File: config.mk
export PLATFORM = sky130hd
export DESIGN_NAME = sseg_scan_driver_flat
export DESIGN_NICKNAME = d
export VERILOG_FILES = /design/src/rtl/sseg_scan_if.sv /design/src/rtl/sseg_scan_driver.sv /design/src/flat_wrapper.sv
export SDC_FILE = /design/constraint.sdc
export NUM_CORES = 1
export LEC_CHECK = 0
export CORE_UTILIZATION = 40
export DETAILED_ROUTE_END_ITERATION = 16
export DONT_BUFFER_PORTS = 1
export SLEW_MARGIN = 10
export SYNTH_ARGS = -nofsm -noshare
export SYNTH_HDL_FRONTEND = slang
export SYNTH_SLANG_ARGS = --single-unit
export TNS_END_PERCENT = 5
File: constraint.sdc
create_clock -name clk -period 2.41 [get_ports clk]
set_clock_uncertainty 0.2 [all_clocks]
set_input_delay 0.482 -clock clk [delete_from_list [all_inputs] [get_ports clk]]
set_output_delay 0.482 -clock clk [all_outputs]
set_load 0.01 [all_outputs]
File: src/rtl/sseg_scan_if.sv
// sseg_scan_if: data inputs and anode/segment outputs of the seven-segment scanner
interface sseg_scan_if #(
  parameter int NUM_DISPLAYS = 2,
  parameter int DIGITS_PER_DISP = 4,
  parameter int PWM_BITS = 4
);
  localparam int N = NUM_DISPLAYS * DIGITS_PER_DISP;
  logic [7*N-1:0] hex;
  logic [N-1:0] dpoints;
  logic [N-1:0] digit_en;
  logic [N-1:0] blink;
  logic [PWM_BITS-1:0] brightness;
  logic [N-1:0] an;
  logic [8*NUM_DISPLAYS-1:0] seg;
  logic frame_tick;
  modport master (
    output hex, dpoints, digit_en, blink, brightness,
    input an, seg, frame_tick
  );
  modport slave (
    input hex, dpoints, digit_en, blink, brightness,
    output an, seg, frame_tick
  );
endinterface

File: src/rtl/sseg_scan_driver.sv
// sseg_scan_driver: multi-display seven-segment scanner with PWM, blink, blanking and frame-latched data
module sseg_scan_driver #(
  parameter int NUM_DISPLAYS = 2,
  parameter int DIGITS_PER_DISP = 4,
  parameter int CNT_LIMIT = 100000,
  parameter int PWM_BITS = 4,
  parameter int BLINK_FRAMES = 128
) (
  input logic clk,
  input logic reset,
  sseg_scan_if.slave bus
);
  localparam int N = NUM_DISPLAYS * DIGITS_PER_DISP;
  localparam int CW = $clog2(CNT_LIMIT);
  localparam int IW = $clog2(DIGITS_PER_DISP);
  localparam int BW = BLINK_FRAMES > 1 ? $clog2(BLINK_FRAMES) : 1;
  logic [CW-1:0] cycle_cnt;
  logic [IW-1:0] idx;
  logic [PWM_BITS-1:0] pwm_cnt;
  logic [BW-1:0] blink_cnt;
  logic blink_phase, first_frame, tick_q;
  logic slot_end, last_slot, frame_start, blink_wrap, lit;
  logic [7*N-1:0] hex_s, hex_e;
  logic [N-1:0] dp_s, en_s, bl_s, dp_e, en_e, bl_e, an_n, an_q;
  logic [8*NUM_DISPLAYS-1:0] seg_n, seg_q;
  assign slot_end = cycle_cnt == CW'(CNT_LIMIT - 1);
  assign last_slot = idx == IW'(DIGITS_PER_DISP - 1);
  assign frame_start = idx == '0 && cycle_cnt == '0;
  assign blink_wrap = blink_cnt == BW'(BLINK_FRAMES - 1);
  assign lit = pwm_cnt < bus.brightness;
  // the frame's first cycle already shows the data being latched
  assign hex_e = frame_start ? bus.hex : hex_s;
  assign dp_e = frame_start ? bus.dpoints : dp_s;
  assign en_e = frame_start ? bus.digit_en : en_s;
  assign bl_e = frame_start ? bus.blink : bl_s;
  for (genvar d = 0; d < NUM_DISPLAYS; d++) begin : g_disp
    logic [6:0] hx [DIGITS_PER_DISP];
    logic [DIGITS_PER_DISP-1:0] en, bl, dp;
    logic show;
    for (genvar k = 0; k < DIGITS_PER_DISP; k++) begin : g_dig
      assign hx[k] = hex_e[7*(d*DIGITS_PER_DISP+k) +: 7];
    end
    assign en = en_e[d*DIGITS_PER_DISP +: DIGITS_PER_DISP];
    assign bl = bl_e[d*DIGITS_PER_DISP +: DIGITS_PER_DISP];
    assign dp = dp_e[d*DIGITS_PER_DISP +: DIGITS_PER_DISP];
    assign show = en[idx] && !(bl[idx] && blink_phase) && lit;
    assign an_n[d*DIGITS_PER_DISP +: DIGITS_PER_DISP] = show ? ~(DIGITS_PER_DISP'(1) << idx) : '1;
    assign seg_n[8*d +: 8] = show ? {~dp[idx], hx[idx]} : 8'hFF;
  end
  always_ff @(posedge clk) begin
    if (reset) begin
      cycle_cnt <= '0;
      idx <= '0;
      pwm_cnt <= '0;
      blink_cnt <= '0;
      blink_phase <= 1'b0;
      first_frame <= 1'b1;
      hex_s <= '1;
      dp_s <= '0;
      en_s <= '0;
      bl_s <= '0;
      an_q <= '1;
      seg_q <= '1;
      tick_q <= 1'b0;
    end else begin
      cycle_cnt <= slot_end ? '0 : cycle_cnt + 1'b1;
      pwm_cnt <= slot_end ? '0 : pwm_cnt + 1'b1;
      if (slot_end) idx <= last_slot ? '0 : idx + 1'b1;
      if (slot_end && last_slot) begin
        blink_cnt <= blink_wrap ? '0 : blink_cnt + 1'b1;
        blink_phase <= blink_phase ^ blink_wrap;
      end
      if (frame_start) begin
        first_frame <= 1'b0;
        hex_s <= bus.hex;
        dp_s <= bus.dpoints;
        en_s <= bus.digit_en;
        bl_s <= bus.blink;
      end
      an_q <= an_n;
      seg_q <= seg_n;
      tick_q <= frame_start && !first_frame;
    end
  end
  assign bus.an = an_q;
  assign bus.seg = seg_q;
  assign bus.frame_tick = tick_q;
endmodule

File: src/flat_wrapper.sv
// flat-port wrapper written by rule: the top's interface ports become plain ports
module sseg_scan_driver_flat 
#(
  parameter int NUM_DISPLAYS = 2,
  parameter int DIGITS_PER_DISP = 4,
  parameter int CNT_LIMIT = 100000,
  parameter int PWM_BITS = 4,
  parameter int BLINK_FRAMES = 128
)
  (clk, reset, bus_hex, bus_dpoints, bus_digit_en, bus_blink, bus_brightness, bus_an, bus_seg, bus_frame_tick);
  sseg_scan_if #(.NUM_DISPLAYS(NUM_DISPLAYS), .DIGITS_PER_DISP(DIGITS_PER_DISP), .PWM_BITS(PWM_BITS)) bus_i ();
  input logic clk;
  input logic reset;
  input wire logic [$bits(bus_i.hex)-1:0] bus_hex;
  input wire logic [$bits(bus_i.dpoints)-1:0] bus_dpoints;
  input wire logic [$bits(bus_i.digit_en)-1:0] bus_digit_en;
  input wire logic [$bits(bus_i.blink)-1:0] bus_blink;
  input wire logic [$bits(bus_i.brightness)-1:0] bus_brightness;
  output wire logic [$bits(bus_i.an)-1:0] bus_an;
  output wire logic [$bits(bus_i.seg)-1:0] bus_seg;
  output wire logic [$bits(bus_i.frame_tick)-1:0] bus_frame_tick;
  assign bus_i.hex = bus_hex;
  assign bus_i.dpoints = bus_dpoints;
  assign bus_i.digit_en = bus_digit_en;
  assign bus_i.blink = bus_blink;
  assign bus_i.brightness = bus_brightness;
  assign bus_an = bus_i.an;
  assign bus_seg = bus_i.seg;
  assign bus_frame_tick = bus_i.frame_tick;
  sseg_scan_driver #(.NUM_DISPLAYS(NUM_DISPLAYS), .DIGITS_PER_DISP(DIGITS_PER_DISP), .CNT_LIMIT(CNT_LIMIT), .PWM_BITS(PWM_BITS), .BLINK_FRAMES(BLINK_FRAMES)) u_core (.clk(clk), .reset(reset), .bus(bus_i));
endmodule
Word level (Yosys, flattened, before mapping)
Cells that the tools add are included.
Word-level totals
  register bits: 137
  output and inout port bits: 25
  logic and storage cells: 74
  bits of input ports: 86
Operators by class
  shift operators: 1
  bitwise operators: 7
  reductions and logical operators: 17
  add/subtract/negate cells: 4
  equal/unequal tests: 3
  magnitude comparators: 3
  muxes and demuxes: 24
Operator list (count)
  $mux 56: 1
  $mux 7: 5
  $bmux 7 s2: 2
  $mux 8: 3
  $add 17x1->17 const B: 1
  $eq 17x17->1 const B: 1
  $logic_not 17->1: 1
  $bmux 1 s2: 6
  $logic_and 1x1->1: 9
  $add 7x1->7 const B: 1
  $eq 7x7->1 const B: 1
  $mux 1: 6
  $reduce_or 2->1: 3
  $add 4x1->4 const B: 1
  $lt 4x4->1: 1
  $not 1->1: 4
  $not 4->4: 1
  $shl 1x2->4 const A: 1
  $ge 3x3->1 const B: 1
  $logic_not 1->1: 3
  $lt 2x3->1 const B: 1
  $not 2->3: 1
  $add 2x1->2 const B: 1
  $eq 2x2->1 const B: 1
  3 further kinds: 3

Logic depth before layout (Yosys ltp)
  depth after elaboration: 11
  mapped depth: 11
  gate-level depth less buffers: 8

Least setup slack after synthesis
Ideal clock, no wire load.
  path kind: flip-flop to flip-flop
  start point: reg u_core.idx[1]
  end point: reg u_core.seg_q[10] (netlist: u_core.bus.seg[10])
  period minus slack after synthesis: 2.477 ns
  setup time: 0.101 ns
  required time: 2.109 ns
  path buffers: 3
  path slack: -0.067 ns
  stages on the path, launching flop included: 11
  arrival: 2.176 ns
  path through: dfxtp_1 -> buf_1 -> inv_1 -> ha_1 -> nand4b_2 -> or2_1 -> buf_6 -> clkbuf_1 -> and2_1 -> a211oi_1 -> o41ai_1
On the way
  longest elaborated chain between the ends: 11
  elaborated cells between the ends (all ways): 19
  those cells by class: 10 x mux; 2 x bitwise; 7 x reduce/logical
Ends and longest elaborated chain
  start: declaration: line sseg_scan_driver.sv:18  | logic [IW-1:0] idx;
  start signal: assignment: line sseg_scan_driver.sv:68  | if (slot_end) idx <= last_slot ? '0 : idx + 1'b1;
  $logic_not 2->1: line sseg_scan_driver.sv:28  | assign frame_start = idx == '0 && cycle_cnt == '0;
  $logic_and 1x1->1: line sseg_scan_driver.sv:28
  $mux 8
  $bmux 1 s2: line sseg_scan_driver.sv:46  | assign show = en[idx] && !(bl[idx] && blink_phase) && lit;
  $mux 1 (not written as such): line sseg_scan_driver.sv:46
  $logic_and 1x1->1: line sseg_scan_driver.sv:46
  $logic_not 1->1: line sseg_scan_driver.sv:46
  $logic_and 1x1->1 (2 in series): line sseg_scan_driver.sv:46
  $not 1->1 (no source line)
  $reduce_or 2->1 (no source line)
  end signal: assignment: line sseg_scan_driver.sv:81  | seg_q <= seg_n;
  end: declaration: line sseg_scan_driver.sv:25  | logic [8*NUM_DISPLAYS-1:0] seg_n, seg_q;
Several ways; a longest one is shown, not always the timed one. The select of a mux whose other input is x is not followed.
A chain may end at the register's enable or synchronous reset.

Worst setup path in the final report
  start point: reg u_core.cycle_cnt[0]
  end point: reg u_core.seg_q[13] (netlist: u_core.bus.seg[13])
On the way
  longest elaborated chain between the ends: 11
  elaborated cells between the ends (all ways): 18
  those cells by class: 10 x mux; 1 x bitwise; 7 x reduce/logical
Ends and longest elaborated chain
  start: declaration: line sseg_scan_driver.sv:17  | logic [CW-1:0] cycle_cnt;
  start signal: assignment: line sseg_scan_driver.sv:66  | cycle_cnt <= slot_end ? '0 : cycle_cnt + 1'b1;
  $logic_not 17->1 (*): line sseg_scan_driver.sv:28
  $logic_and 1x1->1 (*): line sseg_scan_driver.sv:28
  $mux 8
  $bmux 1 s2: line sseg_scan_driver.sv:46
  $mux 1 (not written as such): line sseg_scan_driver.sv:46
  $logic_and 1x1->1: line sseg_scan_driver.sv:46
  $logic_not 1->1: line sseg_scan_driver.sv:46
  $logic_and 1x1->1 (2 in series): line sseg_scan_driver.sv:46
  $not 1->1 (no source line)
  $reduce_or 2->1 (no source line)
Mark *: on every way between the ends. The rest lies on a longest branch, timed or not. The select of a mux whose other input is x is not followed.

==> impl_metrics.json <==
{
  "ys_types": 40,
  "power_uw": 6260,
  "layout_setup_ws_ns": -0.0624,
  "setup_violations": 1,
  "cp-start-kind": "flip-flop",
  "cpMostUsedCell": "buf_4",
  "max_stage_delay_ns": 0.55,
  "wl_mm": 16.7,
  "dieHeight_um": 124,
  "required_ns": 2.47,
  "synthCells": 619,
  "antenna_found_initial": 0,
  "wl_per_cell_um": 18.6,
  "cp_slowest_cell": "o41ai_1",
  "first_global_vias": 4733,
  "crit_type": "flip-flop to flip-flop",
  "cts_sinks": 137,
  "finalHoldViolations": 5,
  "drc_errors": 0,
  "failed_checks": "negative hold slack, negative setup slack",
  "grt_usage": 0.205,
  "tritoncts": "yes",
  "finalNetCount": 800,
  "drtAntennaViolNets": 0,
  "row_count": 44,
  "fp.dieW_um": 124,
  "ir_drop_v": 0.000519,
  "core_um2": 14500,
  "clkLatencyLatePin_ns": 0.42,
  "die-area_um2": 15300,
  "cts_max_path_buffers": 2,
  "rsz0062_at_grt": "true",
  "crit_chain": "inv_1 > ha_1 > nor4b_4 > nand4b_2 > buf_4 > nor2_4 > buf_12 > buf_4 > a211oi_1 > o41ai_1",
  "drt_pre_antenna_iters": 5,
  "antenna_cells": 0,
  "power_density_nw_per_um2": 814,
  "drv_slew": 0,
  "worstSetupEndpointType": "flip-flop",
  "dp_hpwl_mm": 10.2,
  "ys_ff_latch": 137,
  "cts_made_buffers": 17,
  "syn_area_um2": 5920,
  "relSlewSlack": 0.367,
  "placed_area_um2": 6320,
  "clkTransAtPathRegs_ns": 0.06,
  "worst_pin_slew_ns": 0.946,
  "fin_crit_sh": 1.03,
  "cts_root_buf": "clkbuf_16",
  "synth_area_per_cell_um2": 9.56,
  "htreeDepth": 4,
  "area_growth_pct": 30.1,
  "finalInstanceArea_um2": 7700,
  "cp_max_fo": 6,
  "drive_gt1_frac": 0.141,
  "min_period_ns": 2.47,
  "seq_area_frac_synth": 0.464,
  "n_fill_cell": 1283,
  "status": "complete, but fails checks",
  "timing.hold.ws_ns": -0.00801,
  "cp.arrival_ns": 2.54,
  "grt_max_degree": 97,
  "drv_cap": 0,
  "leakage_uw": 0.00296,
  "vias": 5030,
  "io_buffers": 0,
  "yosys_warnings": 0,
  "drt_iter0_markers": 339,
  "ios": 111,
  "synthesis.nets": 716,
  "dp_slack_ns": -0.109,
  "start_util": 0.409,
  "routabilityCongestion": 0.813,
  "grt_remaining_overflow": 0,
  "max_freq_mhz": 404,
  "viasPerCell": 5.60,
  "grt_pass1_wl_mm": 23.6,
  "hold_path.class": "primary input to flip-flop"
}
-- logic make-up after synthesis --
group / Yosys count / share of synthesized area
buffers and inverters: 56 / 0.0431
DFF: 137 / 0.464
xor gates and xnor gates: 23 / 0.0340
and+or+nand+nor: 206 / 0.176
muxes: 21 / 0.0465
adders and majority gates: 11 / 0.0233
AOI/OAI and AO/OA: 165 / 0.213
-- state kept, by name, indices dropped and copies added, names as in the netlist --
| name | cells |
|---|---|
| u_core.dp_s | 8 |
| u_core.cycle_cnt | 17 |
| u_core.bus.frame_tick | 1 |
| u_core.pwm_cnt | 4 |
| u_core.en_s | 8 |
| u_core.blink_cnt | 7 |
| u_core.hex_s | 56 |
| u_core.bl_s | 8 |
| u_core.bus.seg | 16 |
| u_core.first_frame | 1 |
| u_core.blink_phase | 1 |
| u_core.idx | 2 |
| u_core.bus.an | 8 |
-- power breakdown --
group	leakage, uW	switching (uW)	total [uW]	internal, uW
Clock	0.000299	947	2670	1720
Combinational	0.00153	514	1020	511
Sequential	0.00113	85.7	2570	2480
Total	0.00296	1550	6260	4710
-- metrics by stage --
stage | std cells | TNS, ns | util
after global routing | 899 | -0.214 | 0.532
after detailed placement | 799 | -0.556 | 0.436
after CTS | 851 | 0 | 0.494
after floorplan | 619 | 0 | -
after global placement | 799 | 0 | 0.436
final | 899 | -0.0624 | 0.532
-- worst max-delay path: cells and delay by family, from the launching register on --
kind	cells	cell delay (ns)
AO/OA/AOI/OAI	2	0.65
buffers and inverters	4	0.52
AND/OR/NAND/NOR	3	0.50
flip-flops	1	0.31
adder cells (fa/ha/maj)	1	0.14
-- timing repair --
action | CTS | global route
pin swaps | 0 | 3
setup buffers | 0 | 3
gates resized for setup | 3 | 8
setup endpoints to repair | 11 | 18
hold buffers | 21 | 44
hold endpoints to repair | 93 | 43
gates cloned | 0 | 1
-- routing by layer --
metal  vias up  track usage  part of all wire
li1       2414            -                 -
met1      2446        0.238              0.43
met2       152        0.340              0.48
met3        18       0.0810             0.077
met4         0       0.0715             0.014
met5         -            0                 0
-- worst paths after layout --
path                             end  slack, ns  depth (start not counted)           startpoint
hold reg to reg   u_core.first_frame       0.26                          1   u_core.first_frame
setup / recovery  u_core.bus.seg[13]      -0.06                         10  u_core.cycle_cnt[0]
hold / removal        u_core.bl_s[7]     -0.008                          2         bus_blink[7]
setup reg to reg  u_core.bus.seg[13]      -0.06                         10  u_core.cycle_cnt[0]
-- layout make-up --
type	count	area [um2]	share of cell area
inverters	10	37.5	0.00488
repair buffers	111	1120	0.146
clock inverters	8	118	0.0153
well taps	184	230	0.0299
flip-flops and latches	137	2740	0.356
multi-input cells	426	2960	0.385
clock buffers	23	488	0.0634
-- cells in the mapped netlist --
cell | number | share of area
buf_6 | 4 | 0.0076
and4_1 | 1 | 0.0015
a22oi_2 | 2 | 0.0042
nor3_1 | 8 | 0.0068
buf_2 | 12 | 0.010
a211o_1 | 56 | 0.083
nor4b_2 | 1 | 0.0025
a21o_1 | 1 | 0.0013
mux4_2 | 4 | 0.015
o211ai_1 | 4 | 0.0051
inv_1 | 10 | 0.0063
or2_1 | 1 | 0.0011
clkbuf_1 | 26 | 0.016
dfxtp_1 | 137 | 0.46
nand4_1 | 9 | 0.0095
a211oi_1 | 56 | 0.071
a21oi_1 | 23 | 0.019
o41ai_1 | 14 | 0.021
nor2_1 | 43 | 0.027
xnor2_1 | 11 | 0.016
nand2_1 | 61 | 0.039
mux2i_1 | 11 | 0.019
or2_2 | 1 | 0.0011
buf_1 | 4 | 0.0025
ha_1 | 11 | 0.023
nor2_4 | 1 | 0.0019
nor4_1 | 5 | 0.0053
xor2_1 | 12 | 0.018
and3_1 | 3 | 0.0032
mux2_2 | 4 | 0.0076
mux2_4 | 2 | 0.0051
and2_1 | 58 | 0.061
nand3b_1 | 1 | 0.0013
o21ai_0 | 7 | 0.0059
nor3_2 | 1 | 0.0017
nor2b_1 | 1 | 0.0011
nand3_1 | 9 | 0.0076
nand4b_2 | 1 | 0.0025
nor4_2 | 1 | 0.0021
a22oi_1 | 2 | 0.0025
-- placed cells by master (no fill, tap or decap), drive strengths merged, types with 23 or more instances in the layout --
| cell type | netlist | routed |
|---|---|---|
| nand2 | 61 | 61 |
| a211o | 56 | 56 |
| a21oi | 23 | 23 |
| and2 | 58 | 58 |
| dlygate4sd3 | 0 | 64 |
| dfxtp | 137 | 137 |
| nor2 | 44 | 44 |
| a211oi | 56 | 56 |
| buf | 20 | 46 |
| clkbuf | 26 | 24 |
(Power assumes the default switching activity.)
